**config.mk**
```make
export PLATFORM = sky130hd
export DESIGN_NAME = bp_btb_redirect_flat
export DESIGN_NICKNAME = d
export VERILOG_FILES = /design/src/rtl/bp_btb_redirect_if.sv /design/src/rtl/bp_btb_redirect.sv /design/src/flat_wrapper.sv
export SDC_FILE = /design/constraint.sdc
export NUM_CORES = 2
export LEC_CHECK = 0
export ABC_AREA = 1
export BUFFER_PORTS_ARGS = -buffer_cell sky130_fd_sc_hd__buf_2
export CORE_UTILIZATION = 45
export CTS_CLUSTER_SIZE = 25
export DETAILED_ROUTE_END_ITERATION = 12
export PLACE_DENSITY = 0.58
export SYNTH_ARGS = -nofsm -noshare
export SYNTH_HDL_FRONTEND = slang
export SYNTH_SLANG_ARGS = --single-unit
```
**constraint.sdc**
```tcl
create_clock -name clk -period 6.1 [get_ports clk]
set_input_delay 1.22 -clock clk [delete_from_list [all_inputs] [get_ports clk]]
set_output_delay 1.22 -clock clk [all_outputs]
set_load 0.02 [all_outputs]
```
**src/rtl/bp_btb_redirect_if.sv**
```systemverilog
// Fetch/resolve signal bundle for bp_btb_redirect.
// master drives the pipeline inputs; slave is the BTB/redirect unit.
interface bp_btb_redirect_if;
    logic [31:0] pcF;
    logic        pcsrcPF;
    logic        stallD;
    logic        stallE;
    logic        flushD;
    logic        flushE;
    logic        flushM;
    logic        branchM;
    logic        pcsrcM;
    logic [31:0] pc_branchM;
    logic [31:0] targetM;
    logic        hitF;
    logic        pred_takenF;
    logic [31:0] pc_nextF;
    logic        pcsrcPM;
    logic        mispredictM;
    logic [31:0] redirect_pcM;

    modport master (
        output pcF, pcsrcPF, stallD, stallE, flushD, flushE, flushM,
               branchM, pcsrcM, pc_branchM, targetM,
        input  hitF, pred_takenF, pc_nextF, pcsrcPM, mispredictM, redirect_pcM
    );

    modport slave (
        input  pcF, pcsrcPF, stallD, stallE, flushD, flushE, flushM,
               branchM, pcsrcM, pc_branchM, targetM,
        output hitF, pred_takenF, pc_nextF, pcsrcPM, mispredictM, redirect_pcM
    );
endinterface

```
**src/rtl/bp_btb_redirect.sv**
```systemverilog
// Direct-mapped BTB with F->D->E->M prediction pipeline and M-stage redirect.
// Optional macro BTB_BYPASS_EN forwards a same-cycle training write to the F lookup.
module bp_btb_redirect #(
    parameter int BTB_DEPTH = 6,
    parameter int TAG_WIDTH = 8
) (
    input logic         clk,
    input logic         rst,
    bp_btb_redirect_if.slave bus
);
    localparam int ENTRIES = 1 << BTB_DEPTH;

    typedef logic [BTB_DEPTH-1:0] idx_t;
    typedef logic [TAG_WIDTH-1:0] tag_t;

    typedef struct packed {
        logic        pred_taken;
        logic [31:0] pred_target;
    } pred_t;

    logic [ENTRIES-1:0] valid_q;
    tag_t               tag_mem    [ENTRIES];
    logic [31:0]        target_mem [ENTRIES];

    // Key is the delay-slot PC, so a branch trains pc_branchM+4.
    logic train_en;
    idx_t train_idx;
    tag_t train_tag;
    idx_t fetch_idx;
    tag_t fetch_tag;

    assign train_en  = bus.branchM & bus.pcsrcM & ~rst;
    assign train_idx = idx_t'((bus.pc_branchM + 32'd4) >> 2);
    assign train_tag = tag_t'((bus.pc_branchM + 32'd4) >> (BTB_DEPTH + 2));
    assign fetch_idx = idx_t'(bus.pcF >> 2);
    assign fetch_tag = tag_t'(bus.pcF >> (BTB_DEPTH + 2));

    // NOTE: sequential state uses non-blocking assignments so every register samples pre-edge values.
    always_ff @(posedge clk) begin
        if (rst) begin
            valid_q <= '0;
        end else if (train_en) begin
            valid_q[train_idx] <= 1'b1;
        end
    end

    // NOTE: tag/target RAM is deliberately not reset; valid_q alone decides whether an entry can hit.
    always_ff @(posedge clk) begin
        if (train_en) begin
            tag_mem[train_idx]    <= train_tag;
            target_mem[train_idx] <= bus.targetM;
        end
    end

    logic        rd_valid;
    tag_t        rd_tag;
    logic [31:0] rd_target;

    // NOTE: every always_comb output gets a default first so no path can infer a latch.
    always_comb begin
        rd_valid  = valid_q[fetch_idx];
        rd_tag    = tag_mem[fetch_idx];
        rd_target = target_mem[fetch_idx];
`ifdef BTB_BYPASS_EN
        if (train_en && (train_idx == fetch_idx)) begin
            rd_valid  = 1'b1;
            rd_tag    = train_tag;
            rd_target = bus.targetM;
        end
`endif
    end

    assign bus.hitF        = rd_valid & (rd_tag == fetch_tag);
    assign bus.pred_takenF = bus.hitF & bus.pcsrcPF;
    assign bus.pc_nextF    = bus.pred_takenF ? rd_target : (bus.pcF + 32'd4);

    pred_t pred_f, pred_d, pred_e, pred_m;

    assign pred_f = '{pred_taken: bus.pred_takenF, pred_target: rd_target};

    // Flush wins over stall at each stage.
    always_ff @(posedge clk) begin
        if (rst || bus.flushD) begin
            pred_d <= '0;
        end else if (!bus.stallD) begin
            pred_d <= pred_f;
        end
    end

    always_ff @(posedge clk) begin
        if (rst || bus.flushE) begin
            pred_e <= '0;
        end else if (!bus.stallE) begin
            pred_e <= pred_d;
        end
    end

    always_ff @(posedge clk) begin
        if (rst || bus.flushM) begin
            pred_m <= '0;
        end else begin
            pred_m <= pred_e;
        end
    end

    assign bus.pcsrcPM = pred_m.pred_taken;

    always_comb begin
        bus.mispredictM  = 1'b0;
        bus.redirect_pcM = 32'd0;
        if (bus.branchM) begin
            bus.mispredictM  = (pred_m.pred_taken != bus.pcsrcM)
                             | (bus.pcsrcM & pred_m.pred_taken
                                & (pred_m.pred_target != bus.targetM));
            bus.redirect_pcM = bus.pcsrcM ? bus.targetM : (bus.pc_branchM + 32'd8);
        end
    end
endmodule
```
**src/flat_wrapper.sv**
```systemverilog
// flat-port wrapper written by rule: the top's interface ports become plain ports
module bp_btb_redirect_flat 
#(
    parameter int BTB_DEPTH = 6,
    parameter int TAG_WIDTH = 8
)
  (clk, rst, bus_pcF, bus_pcsrcPF, bus_stallD, bus_stallE, bus_flushD, bus_flushE, bus_flushM, bus_branchM, bus_pcsrcM, bus_pc_branchM, bus_targetM, bus_hitF, bus_pred_takenF, bus_pc_nextF, bus_pcsrcPM, bus_mispredictM, bus_redirect_pcM);
  bp_btb_redirect_if bus_i ();
  input logic clk;
  input logic rst;
  input wire logic [$bits(bus_i.pcF)-1:0] bus_pcF;
  input wire logic [$bits(bus_i.pcsrcPF)-1:0] bus_pcsrcPF;
  input wire logic [$bits(bus_i.stallD)-1:0] bus_stallD;
  input wire logic [$bits(bus_i.stallE)-1:0] bus_stallE;
  input wire logic [$bits(bus_i.flushD)-1:0] bus_flushD;
  input wire logic [$bits(bus_i.flushE)-1:0] bus_flushE;
  input wire logic [$bits(bus_i.flushM)-1:0] bus_flushM;
  input wire logic [$bits(bus_i.branchM)-1:0] bus_branchM;
  input wire logic [$bits(bus_i.pcsrcM)-1:0] bus_pcsrcM;
  input wire logic [$bits(bus_i.pc_branchM)-1:0] bus_pc_branchM;
  input wire logic [$bits(bus_i.targetM)-1:0] bus_targetM;
  output wire logic [$bits(bus_i.hitF)-1:0] bus_hitF;
  output wire logic [$bits(bus_i.pred_takenF)-1:0] bus_pred_takenF;
  output wire logic [$bits(bus_i.pc_nextF)-1:0] bus_pc_nextF;
  output wire logic [$bits(bus_i.pcsrcPM)-1:0] bus_pcsrcPM;
  output wire logic [$bits(bus_i.mispredictM)-1:0] bus_mispredictM;
  output wire logic [$bits(bus_i.redirect_pcM)-1:0] bus_redirect_pcM;
  assign bus_i.pcF = bus_pcF;
  assign bus_i.pcsrcPF = bus_pcsrcPF;
  assign bus_i.stallD = bus_stallD;
  assign bus_i.stallE = bus_stallE;
  assign bus_i.flushD = bus_flushD;
  assign bus_i.flushE = bus_flushE;
  assign bus_i.flushM = bus_flushM;
  assign bus_i.branchM = bus_branchM;
  assign bus_i.pcsrcM = bus_pcsrcM;
  assign bus_i.pc_branchM = bus_pc_branchM;
  assign bus_i.targetM = bus_targetM;
  assign bus_hitF = bus_i.hitF;
  assign bus_pred_takenF = bus_i.pred_takenF;
  assign bus_pc_nextF = bus_i.pc_nextF;
  assign bus_pcsrcPM = bus_i.pcsrcPM;
  assign bus_mispredictM = bus_i.mispredictM;
  assign bus_redirect_pcM = bus_i.redirect_pcM;
  bp_btb_redirect #(.BTB_DEPTH(BTB_DEPTH), .TAG_WIDTH(TAG_WIDTH)) u_core (.clk(clk), .rst(rst), .bus(bus_i));
endmodule
```
==> flow_summary_export.csv <==
group,metric,value,unit
sta,finClkSkew,0.04185,ns
final_layout,fin_nets,9300,
routing,vias,76500,
grt,grt_start_max_net_pins,150,
clocking,cts_root_buffer,"clkbuf_16",
worst_setup_path,path_cells,"buf_8 -> inv_8 -> buf_12 -> o21ai_0 -> o21ai_1 -> nand2_1 -> nand2_1 -> nor2_1 -> nand2_1 -> nand3_1 -> nand2_1 -> nand2_1 -> nand2_1 -> inv_2 -> nor2_1 -> nand2_2 -> nor2_8 -> buf_4 -> nand3_1 -> nand2_1 -> buf_2",
clocking,cts_sinks,2723,
worst_setup_path,start_kind,"primary input",
synthesis,ys_types,50,
worst_setup_path,path_class,"primary input to output pin",
worst_setup_path,max_stage_delay,0.41,ns
synthesis,synthSimpleGateAreaFrac,0.1184,
sta,post-route-min-period,5.737,ns
sta,relSlewSlack,0.09154,
floorplanning,fp.dieH,495.1,um
synthesis,synth-compound-area-share,0.1050,
synthesis,synth_top_area_frac,0.7026,
synthesis,synthXorXnorAreaFrac,0.006164,
final_layout,syn2layout_area_growth,14.01,%
synthesis,ys_ff_latch,2723,
synthesis,synthesis.nets,9072,
sta,rsz0062_at_grt,"false",
final_layout,nFillCells,20630,
synthesis,synthMuxAreaShare,0,
grt,grt_use_met3,0.05867,
clocking,cts_resized,0,
routing,drc_errors,0,
worst_setup_path,crit_path_max_fanout,55,
synthesis,synth_top_family_by_area,"simple AND/OR/NAND/NOR gates",
grt,antenna_found_initial,32,
worst_setup_path,crit_buf_inv,6,
worst_setup_path,cp_top_family,"simple AND/OR/NAND/NOR gates",
synthesis,yosysWarnings,0,
clocking,postCtsSetupBuffers,0,
place,place_hpwl,208300,um
worst_setup_path,critPathArrivalTime,4.52,ns
routing,wirelength,372700,um
sta,hold_slack,0.4272,ns
grt,grt-ovfl-total,0,
run_status,status,"finished, final reports clean",
grt,grt.total_usage,0.2986,
place,port_buffers,173,
job,maxCapViolCount,0,
final_layout,drive_gt1_frac,0.1087,
clocking,h-tree-depth,5,
synthesis,ys_seq_area_frac,0.7324,
sta,worst_pin_slew,1.363,ns
grt,grt_pass1_vias,70826,
worst_setup_path,critPathMostFrequentCell,"nand2_1",
routing,first_iter_violations,11019,
worst_hold_path,hp-class,"flop to flop",
clocking,clockBufferDepth,4,
synthesis,syn_inst,8962,
synthesis,yosysTopAreaCell,"edfxtp_1",
clocking,cts_tree,"yes",
routing,vias_per_cell,6.077,
clocking,worstSkewPairLatency,0.95,ns
place,gp_congestion,0.9257,
synthesis,yosys_most_used_dff,"edfxtp_1",
power_and_ir_drop,powerDensity,320.3,nW/um^2
synthesis,syn_area_per_cell,12.21,sq um
power_and_ir_drop,irDropWorstVdd,0.0001907,V
grt,top_usage_layer,"met2",
power_and_ir_drop,leakagePower,42.14,nW
synthesis,synthArstFlopShare,0,
clocking,hold_buffers,0,
sta,fin_crit_sh,0.9405,
sta,hold_viol,0,
grt,grt_pass1_wl,521400,um
floorplanning,ios,174,
floorplanning,start_util,0.4536,
sta,report.final.slew_viol_count,0,
synthesis,synth_edf_count,2560,
clocking,numCtsBuffers,293,
synthesis,synthAdderAreaFrac,0.0004574,
worst_setup_path,cp-end-kind,"output pin",
sta,fmax,174.3,MHz
routing,ant_nets,0,
routing,wl_per_cell,29.61,um
floorplanning,placeableCoreArea,241200,sq um
sta,tns,0,ns
floorplanning,fp.dieW,495.1,um
worst_setup_path,critical_path_required,4.88,ns
sta,setup_viol,0,
synthesis,mappedNetlistArea,109400,sq um
floorplanning,die_area,245100,sq um
floorplanning,num_rows,180,
worst_setup_path,cp_slowest_cell,"inv_8",
routing,dr.pass1.iters,8,
synthesis,synth_area_leaders,"edfxtp_1, nor2_1, o21ai_0",
grt,grt_util_met1,0.4153,
grt,use_met2,0.4610,
clocking,clk_pin_slew,0.06,ns
[worst paths after layout]
| check | start | end | slack (ns) | cells past startpoint |
|---|---|---|---|---|
| setup / recovery | bus_pcF[3] | bus_pc_nextF[10] | 0.36 | 21 |
| hold reg to reg | u_core.pred_e[28]$_SDFFE_PP0N_ | u_core.pred_m[28]$_SDFF_PP0_ | 0.43 | 2 |
| hold / removal | u_core.pred_e[28]$_SDFFE_PP0N_ | u_core.pred_m[28]$_SDFF_PP0_ | 0.43 | 2 |
| setup reg to reg | u_core.target_mem[25][21]$_DFFE_PP_ | u_core.pred_d[21]$_SDFFE_PP0N_ | 3.67 | 8 |
[stage by stage]
| step | worst slack, ns | cell area [sq um] | utilization | power, W | instances |
|---|---|---|---|---|---|
| after floorplan | 0.6292 | 109400 | - | 0.02228 | 8962 |
| after global placement | 0.3586 | 116000 | 0.4807 | 0.02355 | 12080 |
| after detailed placement | 0.4687 | 116000 | 0.4807 | 0.02358 | 12080 |
| after CTS | 0.4621 | 124700 | 0.5170 | 0.04007 | 12575 |
| after global routing | 0.2153 | 124700 | 0.5171 | 0.04097 | 12578 |
| final | 0.3627 | 124700 | 0.5172 | 0.03996 | 12588 |
[sequential cells by signal, summed over array words and instances (netlist names)]
register	flops
u_core.target_mem	2048
u_core.tag_mem	512
u_core.valid_q	64
u_core.pred_d	33
u_core.pred_e	33
u_core.pred_m	32
u_core.bus.pcsrcPM	1
[power breakdown]
group / leakage (nW) / total [W] / switching, W / internal (W)
clock: 4.29 / 0.0167 / 0.00715 / 0.00956
combinational: 13.6 / 0.00272 / 0.00204 / 0.000680
sequential: 24.3 / 0.0205 / 0.0000208 / 0.0205
total: 42.1 / 0.0400 / 0.00921 / 0.0307
[placed cells by master, fill, tap and decap left out, drive strengths merged]
master,count
a211oi,1
a21oi,149
a221oi,1
a22o,7
a31oi,11
a32oi,3
buf,525
bufinv,11
clkbuf,381
clkinv,94
clkinvlp,4
dfxtp,163
diode,13
edfxtp,2560
ha,4
inv,356
nand2,1014
nand3,486
nand3b,3
nand4,52
nor2,1620
nor3,13
nor3b,1
nor4,9
o2111ai,2
o211a,1
o211ai,71
o21a,2
o21ai,1246
o221ai,208
o22ai,307
or2,8
xnor2,42
xor2,35
[synthesized netlist by cell type, types with 2 or more instances]
cell type  instances
o211ai_1          70
buf_1             24
xor2_1            35
nand3b_1           3
a31oi_1           11
or2_2              7
o21ai_0         1163
o22ai_1          307
nand2_2            3
nor2_4             3
nor2_2             6
o21a_1             2
clkinv_1           4
nand4_1           50
buf_2            168
nand3_2            3
inv_1            335
nand3_1          483
o221ai_1         208
buf_4             34
dfxtp_1          163
o2111ai_1          2
nor2_1          1610
o21ai_1           82
nor3_1            13
xnor2_1           42
nand2_1         1010
inv_2             11
nor4_1             9
ha_1               4
a21oi_1          148
buf_6             30
a22o_1             7
clkbuf_1         335
a32oi_1            3
edfxtp_1        2560
[cell families (layout without fill, tap and decap cells)]
| group | after synthesis | in the layout |
|---|---|---|
| AOI/OAI and AO/OA | 2009 | 2009 |
| DFF | 2723 | 2723 |
| adders and majority gates | 4 | 4 |
| and+or+nand+nor | 3206 | 3206 |
| other | 0 | 13 |
| xor gates and xnor gates | 77 | 77 |
| buffers and inverters | 943 | 1371 |
[routing by layer]
metal / wire length [um] / vias to the layer above
li1: - / 32839
met1: 148300 / 38383
met2: 168000 / 4573
met3: 41280 / 695
met4: 15000 / 10
met5: 68 / -
[cell type report]
cell class / instances / area (sq um) / area share
clock inverters: 114 / 847.1 / 0.006791
well taps: 3185 / 3985 / 0.03195
multi-input cells: 5296 / 25790 / 0.2067
clock buffers: 381 / 7910 / 0.06341
repair buffers: 525 / 4679 / 0.03751
flip-flops and latches: 2723 / 80140 / 0.6424
diodes: 13 / 32.53 / 0.0002608
inverters: 351 / 1361 / 0.01091
[tightest hold or removal path, stage by stage (launching register included)]
cell	delay (ns)
dfxtp_1	0.31
inv_1	0.05
nor2_1	0.04
No activity file was read; power rests on OpenSTA's default activity.
